<file path="src/rtl/mips_io_pkg.sv">
// rtl/mips_io_pkg.sv - shared types and constants for the MIPS I/O bridge
package mips_io_pkg;

  typedef enum logic [1:0] {
    INT_IDLE  = 2'd0,
    INT_PULSE = 2'd1,
    INT_WAIT  = 2'd2
  } int_state_t;

  localparam int DEFAULT_DEPTH = 4;
  localparam int DEFAULT_WIDTH = 8;

  // Pointers carry one extra wrap bit above the address bits
  function automatic int ptr_width(input int depth);
    return $clog2(depth) + 1;
  endfunction

  localparam int DEFAULT_PTR_W = ptr_width(DEFAULT_DEPTH);

endpackage

</file>
<file path="src/rtl/io_fifo.sv">
// rtl/io_fifo.sv - wrap-bit pointer FIFO with combinational head and drop flags
module io_fifo #(
  parameter int DEPTH = 4,
  parameter int WIDTH = 8
) (
  input  logic               clk,
  input  logic               rst_n,
  input  logic               push,
  input  logic               pop,
  input  logic [WIDTH-1:0]   din,
  output logic [WIDTH-1:0]   dout,
  output logic               empty,
  output logic               full,
  output logic [$clog2(DEPTH):0] count,
  output logic               push_drop,
  output logic               pop_drop
);

  localparam int AW    = $clog2(DEPTH);
  localparam int PTR_W = AW + 1;

  logic [WIDTH-1:0] r_mem [DEPTH];
  logic [PTR_W-1:0] r_wr_ptr;
  logic [PTR_W-1:0] r_rd_ptr;
  logic             w_wr_en;
  logic             w_rd_en;

  // Flags come from the pre-edge pointers, so a pop cannot make room for a same-cycle push
  assign empty     = (r_wr_ptr == r_rd_ptr);
  assign full      = (r_wr_ptr[AW-1:0] == r_rd_ptr[AW-1:0]) && (r_wr_ptr[AW] != r_rd_ptr[AW]);
  assign w_wr_en   = push && !full;
  assign w_rd_en   = pop && !empty;
  assign push_drop = push && full;
  assign pop_drop  = pop && empty;
  assign count     = r_wr_ptr - r_rd_ptr;
  assign dout      = empty ? '0 : r_mem[r_rd_ptr[AW-1:0]];

  // Pointer advance; reset empties the FIFO without touching storage
  always_ff @(posedge clk or negedge rst_n) begin
    if (!rst_n) begin
      r_wr_ptr <= '0;
      r_rd_ptr <= '0;
    end else begin
      if (w_wr_en) r_wr_ptr <= r_wr_ptr + 1'b1;
      if (w_rd_en) r_rd_ptr <= r_rd_ptr + 1'b1;
    end
  end

  // Storage write at the current write address
  always_ff @(posedge clk) begin
    if (w_wr_en) r_mem[r_wr_ptr[AW-1:0]] <= din;
  end

endmodule

</file>
<file path="src/rtl/mips_io_bridge.sv">
// rtl/mips_io_bridge.sv - host byte FIFOs, interrupt FSM and sticky error flags for the core
module mips_io_bridge
  import mips_io_pkg::*;
#(
  parameter int DEPTH = DEFAULT_DEPTH,
  parameter int WIDTH = DEFAULT_WIDTH
) (
  input  logic                   Clk,
  input  logic                   Reset_n,
  input  logic                   Host_in_valid,
  input  logic [WIDTH-1:0]       Host_in_data,
  output logic                   Host_in_ready,
  output logic                   Host_out_valid,
  output logic [WIDTH-1:0]       Host_out_data,
  input  logic                   Host_out_ready,
  output logic [WIDTH-1:0]       Data_in,
  input  logic                   In_pop,
  input  logic [WIDTH-1:0]       Data_out,
  input  logic                   Out_push,
  input  logic                   Int_en,
  output logic                   Interrupt,
  output logic [ptr_width(DEPTH)-1:0] In_count,
  output logic                   Out_overflow,
  output logic                   In_underflow
);

  logic                        w_in_empty;
  logic                        w_in_full;
  logic                        w_in_push_drop;
  logic                        w_in_pop_drop;
  logic                        w_out_empty;
  logic                        w_out_full;
  logic [ptr_width(DEPTH)-1:0] w_out_count;
  logic                        w_out_push_drop;
  logic                        w_out_pop_drop;
  logic                        w_unused_ok;
  int_state_t                  r_state;
  int_state_t                  w_state_nxt;
  logic                        r_interrupt;
  logic                        r_out_overflow;
  logic                        r_in_underflow;

  // Host writes into the inbound FIFO; the core reads its head
  io_fifo #(.DEPTH(DEPTH), .WIDTH(WIDTH)) u_in_fifo (
    .clk       (Clk),
    .rst_n     (Reset_n),
    .push      (Host_in_valid),
    .pop       (In_pop),
    .din       (Host_in_data),
    .dout      (Data_in),
    .empty     (w_in_empty),
    .full      (w_in_full),
    .count     (In_count),
    .push_drop (w_in_push_drop),
    .pop_drop  (w_in_pop_drop)
  );

  // Core writes into the outbound FIFO; the host drains it
  io_fifo #(.DEPTH(DEPTH), .WIDTH(WIDTH)) u_out_fifo (
    .clk       (Clk),
    .rst_n     (Reset_n),
    .push      (Out_push),
    .pop       (Host_out_ready),
    .din       (Data_out),
    .dout      (Host_out_data),
    .empty     (w_out_empty),
    .full      (w_out_full),
    .count     (w_out_count),
    .push_drop (w_out_push_drop),
    .pop_drop  (w_out_pop_drop)
  );

  assign Host_in_ready  = !w_in_full;
  assign Host_out_valid = !w_out_empty;
  assign Interrupt      = r_interrupt;
  assign Out_overflow   = r_out_overflow;
  assign In_underflow   = r_in_underflow;

  // Status the bridge does not act on; a blocked host write or an idle host read is normal flow
  assign w_unused_ok = &{1'b0, w_in_push_drop, w_out_full, w_out_count, w_out_pop_drop};

  // Interrupt state register plus registered pulse output
  always_ff @(posedge Clk or negedge Reset_n) begin
    if (!Reset_n) begin
      r_state     <= INT_IDLE;
      r_interrupt <= 1'b0;
    end else begin
      r_state     <= w_state_nxt;
      r_interrupt <= (w_state_nxt == INT_PULSE);
    end
  end

  // One pulse per arrival episode; WAIT holds off until input drains or the enable drops
  always_comb begin
    w_state_nxt = r_state;
    case (r_state)
      INT_IDLE:  if (Int_en && !w_in_empty) w_state_nxt = INT_PULSE;
      INT_PULSE: w_state_nxt = INT_WAIT;
      INT_WAIT:  if (!Int_en || w_in_empty) w_state_nxt = INT_IDLE;
      default:   w_state_nxt = INT_IDLE;
    endcase
  end

  // Sticky error flags, cleared only by reset
  always_ff @(posedge Clk or negedge Reset_n) begin
    if (!Reset_n) begin
      r_out_overflow <= 1'b0;
      r_in_underflow <= 1'b0;
    end else begin
      if (w_out_push_drop) r_out_overflow <= 1'b1;
      if (w_in_pop_drop)   r_in_underflow <= 1'b1;
    end
  end

endmodule

</file>
<file path="config.mk">
export PLATFORM = sky130hd
export DESIGN_NAME = mips_io_bridge
export DESIGN_NICKNAME = d
export VERILOG_FILES = /design/src/rtl/mips_io_pkg.sv /design/src/rtl/io_fifo.sv /design/src/rtl/mips_io_bridge.sv
export SDC_FILE = /design/constraint.sdc
export NUM_CORES = 1
export LEC_CHECK = 0
export ABC_CLOCK_PERIOD_IN_PS = 3800
export CAP_MARGIN = 20
export CORE_UTILIZATION = 67
export CTS_CLUSTER_SIZE = 25
export DETAILED_ROUTE_END_ITERATION = 8
export DONT_BUFFER_PORTS = 1
export PLACE_DENSITY = 0.9
export SETUP_SLACK_MARGIN = 0.15
export SYNTH_ARGS = -nofsm -noshare
export SYNTH_HDL_FRONTEND = slang
export SYNTH_SLANG_ARGS = --single-unit
</file>
<file path="constraint.sdc">
create_clock -name Clk -period 3.8 [get_ports Clk]
set_input_delay 0.38 -clock Clk [delete_from_list [all_inputs] [get_ports Clk]]
set_output_delay 0.38 -clock Clk [all_outputs]
set_load 0.005 [all_outputs]
</file>
==> results of run 1 <==
## cell usage after synthesis, drive strengths merged (2+ instances only)
| library cell | number | area (sq um) |
|---|---|---|
| dfrtp | 17 | 425 |
| buf | 4 | 27.5 |
| a31oi | 2 | 27.5 |
| and3 | 3 | 18.8 |
| o31ai | 5 | 51.3 |
| mux2 | 2 | 30.0 |
| a21oi | 4 | 20.0 |
| xor2 | 7 | 87.6 |
| xnor2 | 8 | 70.1 |
| nor3 | 3 | 20.0 |
| ha | 12 | 150 |
| nand2b | 3 | 18.8 |
| a211oi | 2 | 15.0 |
| edfxtp | 64 | 1920 |
| nand2 | 3 | 11.3 |
| and2 | 3 | 22.5 |
| mux4 | 16 | 360 |
| inv | 12 | 45.0 |
| nor2b | 16 | 100 |
## metrics by stage
step | hold slack, ns | std cells | area [sq um]
final | 0.119 | 279 | 3790
after global routing | 0.0906 | 279 | 3790
after CTS | 0.109 | 279 | 3790
after detailed placement | 0.0849 | 262 | 3570
after global placement | 0.0848 | 262 | 3570
after floorplan | 0.0844 | 197 | 3520
## registers in the layout, summed over array words and instances (netlist names)
name                 cells
In_underflow             1
u_in_fifo.r_rd_ptr       3
Interrupt                1
u_out_fifo.r_rd_ptr      3
u_in_fifo.r_mem         32
u_out_fifo.r_wr_ptr      3
u_in_fifo.r_wr_ptr       3
r_state                  2
Out_overflow             1
u_out_fifo.r_mem        32
## power by group
| part | total [mW] | switching, mW | internal [mW] |
|---|---|---|---|
| Combinational | 1.14 | 0.619 | 0.522 |
| Sequential | 1.43 | 0.223 | 1.21 |
| Clock | 0.636 | 0.321 | 0.315 |
## layer usage
| metal | GRT usage | vias up | part of all wire |
|---|---|---|---|
| met5 | 0 | - | 0 |
| met4 | 0.0839 | 0 | 0.0067 |
| met3 | 0.0908 | 4 | 0.063 |
| met2 | 0.352 | 49 | 0.52 |
| met1 | 0.264 | 817 | 0.41 |
| li1 | - | 760 | - |
## final timing paths
check | startpoint | endpoint | slack (ns) | depth (start not counted)
worst max register to register | u_in_fifo.r_rd_ptr[0] | u_in_fifo.r_mem[3][1] | 1.37 | 2
worst max-delay path | u_in_fifo.r_rd_ptr[1] | Data_in[0] | 1.15 | 5
max in group asynchronous | Reset_n | u_in_fifo.r_rd_ptr[1] | 2.79 | 1
worst min register to register | r_state[1] | Interrupt | 0.49 | 1
worst min-delay path | Host_in_data[3] | u_in_fifo.r_mem[1][3] | 0.12 | 0
min in group asynchronous | Reset_n | u_out_fifo.r_wr_ptr[0] | 0.54 | 1
## kinds of logic after synthesis
group / Yosys count
AO/OA/AOI/OAI: 19
adder cells (fa/ha/maj): 13
multiplexers: 18
flip-flops: 81
buffers and inverters: 17
XOR/XNOR: 15
AND/OR/NAND/NOR: 34
## layout make-up
| class | instances | area [sq um] | share of cell area |
|---|---|---|---|
| flip-flops and latches | 81 | 2350 | 0.619 |
| clock buffers | 9 | 124 | 0.0327 |
| well taps | 70 | 87.6 | 0.0231 |
| clock inverters | 7 | 83.8 | 0.0221 |
| multi-input cells | 99 | 1090 | 0.288 |
| repair buffers | 1 | 10.0 | 0.00264 |
| inverters | 12 | 45.0 | 0.0119 |
## timing repair
item,CTS,global route
resized for setup,0,0
hold buffers,1,0
hold endpoints to repair,17,0
## layout by cell type (no fill, tap or decap), types with 2 or more instances in the layout
master,netlist,layout
a211oi_1,2,2
a21oi_1,4,4
and2_2,3,3
and3_1,3,3
clkbuf_8,0,9
clkinv_4,0,2
dfrtp_1,17,17
edfxtp_1,64,64
ha_1,12,12
inv_1,12,12
inv_6,0,2
mux2_4,2,2
mux4_2,16,16
nand2_1,3,3
nand2b_1,3,3
nor2b_1,16,16
nor3_1,2,2
o31ai_1,4,4
xnor2_1,8,8
xor2_1,5,5
==> out/metrics.csv, run 1 <==
stage;metric;value;unit
clock_tree;cts_buffers;9;
routing;routedWlPerCell;19.2;microns
global_routing;grt_pass1_vias;1740;
die;die_h;74.4;microns
placement;dpl.hpwl;3.79;mm
sta;rsz0062_at_grt;false;
die;io_pins;47;
status;status;completed;
sta;setup_tns;0;ns
global_routing;grt_pass1_wl;8.34;mm
global_routing;grt_usage;0.218;
cells_and_area;fin_nets;240;
routing;drt_iter0_drc;112;
sta;maxSlewViolCount;0;
cells_and_area;area_delta_synth_final;7.79;%
logic_synthesis;syn_area;3520;sq um
worst_setup_path;crit_chain;inv_1 -> ha_1 -> nand2_1 -> nor2_2 -> nor2b_1;
worst_setup_path;cp-start-kind;flip-flop;
clock_tree;postCtsSetupBuffers;0;
routing;firstDrtPassIters;4;
logic_synthesis;synth-edff-count;64;
die;initial_core_util;0.693;
power;powerDensity;847;nW/um^2
power;total_power;3.21;mW
clock_tree;clkTransAtPathRegs;0.09;ns
logic_synthesis;seq_area_frac_synth;0.668;
worst_setup_path;cp.required;3.42;ns
clock_tree;htree_num_levels;3;
worst_setup_path;cp.arrival;2.27;ns
cells_and_area;drive_above_1_share;0.215;
sta;layout_setup_ws;1.15;ns
clock_tree;worstSkewPairLatency;0.35;ns
worst_setup_path;critPathBufInv;1;
worst_setup_path;critical_path_class;flip-flop to output pin;
logic_synthesis;yosys.cell_types.count;38;
sta;max-slew-margin-rel;0.259;
routing;drc;0;
job;drv_cap;0;
die;dieArea;5540;sq um
cells_and_area;finalCoreUtilization;0.747;
placement;pre_cts_ws;1.33;ns
power;power.leakage;1.35;nW
global_routing;grt_max_degree;18;
die;core_region_area;5070;sq um
logic_synthesis;ys.flop_type;edfxtp_1;
worst_setup_path;critPathMaxStageDelay;0.66;ns
logic_synthesis;synth_compound_area_frac;0.0470;
placement;io_buffers;0;
clock_tree;clkSinkCount;81;
logic_synthesis;ys_async_sr_fraction;0.210;
worst_setup_path;endpoint_kind;output pin;
clock_tree;tritoncts;built;
clock_tree;clockRootBuffer;clkbuf_8;
sta;fin_crit;2.65;ns
logic_synthesis;synthAdderAreaFrac;0.0484;
routing;vias;1630;
cells_and_area;fill_cells;300;
logic_synthesis;synth_mux_area_frac;0.111;
sta;finalHoldViolCount;0;
worst_setup_path;critPathSlowestCell;dfrtp_1;
power;ir_drop;0.000612;V
logic_synthesis;synth_xor_area_frac;0.0448;
clock_tree;clock_path_buffers;2;
logic_synthesis;synth_warnings;0;
die;rows;26;
routing;via_per_inst;5.84;
cells_and_area;antenna_cells;0;
sta;max_freq;377;MHz
logic_synthesis;synth_nets;233;
placement;globalplace.congestion;0.856;
logic_synthesis;netlist_instances;197;
routing;ant_nets;0;
sta;setup-violations-final;0;
logic_synthesis;syn_avg_cell_area;17.8;sq um
worst_setup_path;cp_top_family;simple AND/OR/NAND/NOR gates;
sta;worstMarginPinSlew;1.11;ns
hold_path;min_path_type;input port to flip-flop;
die;die_x;74.4;microns
global_routing;antenna_found_initial;0;
logic_synthesis;yosys_register_bits;81;
worst_setup_path;critPathMaxFanout;12;
routing;wirelength;5.36;mm
sta;fin_worst_skew;0.0101;ns
global_routing;overflow;0;
logic_synthesis;synth_top_family_by_area;multiplexers;
logic_synthesis;synth_simple_gate_area_frac;0.0594;
sta;finalCritPeriodShare;0.698;
(Power assumes the default switching activity.)
==> run 2, diff against run 1 <==
- ABC_CLOCK_PERIOD_IN_PS: 3800 -> 2730
- CORE_UTILIZATION: 67 -> 62
- PLACE_DENSITY: 0.9 -> 0.85
- clock period: 3.8 -> 2.73 ns (I/O delays scaled with it)
==> out/metrics.csv, run 2 (synthesized netlist as in run 1, its figures left out) <==
stage;metric;value;unit;change
clock_tree;clkSinkCount;81;;unchanged
placement;dpl.hpwl;4.26;mm;+12%
placement;globalplace.congestion;0.816;;-4.7%
power;ir_drop;0.000755;V;+23%
sta;setup_tns;0;ns;unchanged
clock_tree;clock_path_buffers;2;;unchanged
worst_setup_path;endpoint_kind;output pin;;
sta;setup-violations-final;0;;unchanged
power;powerDensity;1190;nW/um^2;+41%
global_routing;grt_usage;0.211;;-0.00746
sta;fin_worst_skew;0.0113;ns;+0.00120 ns
placement;pre_cts_ws;0.681;ns;-0.647 ns
global_routing;grt_max_degree;18;;unchanged
cells_and_area;design_area;3830;sq um;+1.1%
global_routing;overflow;0;;unchanged
job;drv_cap;0;;unchanged
clock_tree;cts_buffers;9;;unchanged
routing;drt_iter0_drc;138;;+23%
cells_and_area;regArea;2350;sq um;unchanged
sta;max-slew-margin-rel;0.483;;+0.223
routing;drc;0;;unchanged
die;die_x;77.3;microns;+3.8%
die;io_pins;47;;unchanged
die;initial_core_util;0.642;;-0.0504
cells_and_area;area_delta_synth_final;9.00;%;
sta;max_freq;433;MHz;
routing;ant_nets;0;;unchanged
sta;rsz0062_at_grt;false;;
power;total_power;4.56;mW;+42%
cells_and_area;fill_cells;348;;+16%
sta;finalHoldViolCount;0;;unchanged
clock_tree;cts_resized;0;;unchanged
global_routing;grt_pass1_vias;1796;;+3.2%
die;core_region_area;5470;sq um;+7.8%
clock_tree;clockRootBuffer;clkbuf_8;;
worst_setup_path;r2r_cells;3;;+1
clock_tree;tritoncts;built;;
sta;worstMarginPinSlew;0.773;ns;-0.333 ns
placement;dp.cells;268;;+2.3%
cells_and_area;fin_cells;285;;+2.2%
routing;wirelength;5.78;mm;+7.8%
routing;vias;1703;;+4.5%
clock_tree;worstSkewPairLatency;0.34;ns;about the same
sta;maxSlewViolCount;0;;unchanged
routing;via_per_inst;5.98;;+2.3%
die;rows;27;;+3.8%
cells_and_area;fin_nets;244;;+1.7%
sta;finalCritPeriodShare;0.847;;
cells_and_area;antenna_cells;0;;unchanged
routing;firstDrtPassIters;4;;unchanged
placement;io_buffers;0;;unchanged
power;power.leakage;1.38;nW;+1.8%
clock_tree;postCtsSetupBuffers;0;;unchanged
worst_setup_path;cp-start-kind;flip-flop;;
hold_path;min_path_type;input port to flip-flop;;
worst_setup_path;cp.required;2.46;ns;-0.96 ns
global_routing;antenna_found_initial;0;;unchanged
cells_and_area;final_common_cell;edfxtp_1;;
worst_setup_path;critical_path_class;flip-flop to output pin;;
die;die_h;77.3;microns;+3.8%
routing;routedWlPerCell;20.3;microns;+5.5%
clock_tree;clkTransAtPathRegs;0.08;ns;about the same
hold_path;worstHoldPathCells;0;;unchanged
worst_setup_path;critPathMaxFanout;12;;unchanged
global_routing;grt_pass1_wl;9.11;mm;+9.3%
clock_tree;htree_num_levels;3;;unchanged
cells_and_area;mostFrequentLayoutCells;64 x edfxtp_1, 17 x dfrtp_1, 16 x mux4_2, 16 x nor2b_1;;
sta;fin_crit;2.31;ns;
sta;layout_setup_ws;0.419;ns;-0.728 ns
cells_and_area;drive_above_1_share;0.225;;+0.0100
placement;placed_area;3600;sq um;+0.91%
die;dieArea;5980;sq um;+7.8%
cells_and_area;multiInputGateArea;1090;sq um;unchanged
status;status;completed;;
worst_setup_path;cp.arrival;2.04;ns;-0.23 ns
run 2: cell count changes in the layout (fill, tap and decap cells not counted):
cell,previous run,this run
inv_8,1,0
clkinv_2,0,1
bufinv_16,1,2
clkbuf_1,0,1
inv_6,2,1
buf_4,0,4
clkinv_4,2,1
run 2: path summary, 6_finish.rpt:
| check | start | slack (ns) | endpoint |
|---|---|---|---|
| worst max-delay path | u_in_fifo.r_wr_ptr[0] | 0.42 | Data_in[6] |
| worst min-delay path | Host_in_data[2] | 0.03 | u_in_fifo.r_mem[3][2] |
| worst max register to register | u_out_fifo.r_rd_ptr[1] | 0.64 | u_out_fifo.r_mem[0][7] |
| worst min register to register | r_state[1] | 0.49 | Interrupt |
| max in group asynchronous | Reset_n | 1.79 | r_state[0] |
| min in group asynchronous | Reset_n | 0.45 | Out_overflow |
run 2: repair_timing:
item | CTS | global route
hold endpoints to repair | 17 | 0
hold buffers | 1 | 0
endpoints found under the setup margin | 0 | 0
run 2: layout make-up:
type                       instances  share of cell area
multi-input combinational         99               0.285
clock buffer                      10              0.0333
sequential                        81               0.612
inverter                          12              0.0118
tap                               72              0.0235
timing repair buffer               5              0.0104
clock inverter                     6              0.0235
run 2: power by group:
group          total (mW)  switching, mW  leakage [nW]  internal (mW)
Sequential           1.90          0.216         0.786           1.69
Combinational        1.72          0.962         0.482          0.763
Clock               0.935          0.417         0.107          0.519
Total                4.56           1.59          1.38           2.97
run 2: worst max-delay path, cell delays in order (launching register included):
cell,delay [ns]
dfrtp_1,0.39
inv_1,0.12
ha_1,0.42
nand2_1,0.15
nor2_2,0.47
nor2b_1,0.15
run 2: per-layer routing:
layer  wire (microns)  GRT usage  share of wire  vias up
met4               85     0.0849          0.015        0
met3              294     0.0702          0.051        8
met2             3040      0.344           0.53       49
met1             2360      0.259           0.41      880
li1                 -          -              -      766
met5                0          0              0        -
run 2: stage by stage:
stage / hold WS [ns] / utilization
after global routing: 0.00580 / 0.700
final: 0.0256 / 0.700
after global placement: -0.0222 / 0.659
after CTS: 0.00366 / 0.700
after floorplan: -0.0226 / -
after detailed placement: -0.0223 / 0.659
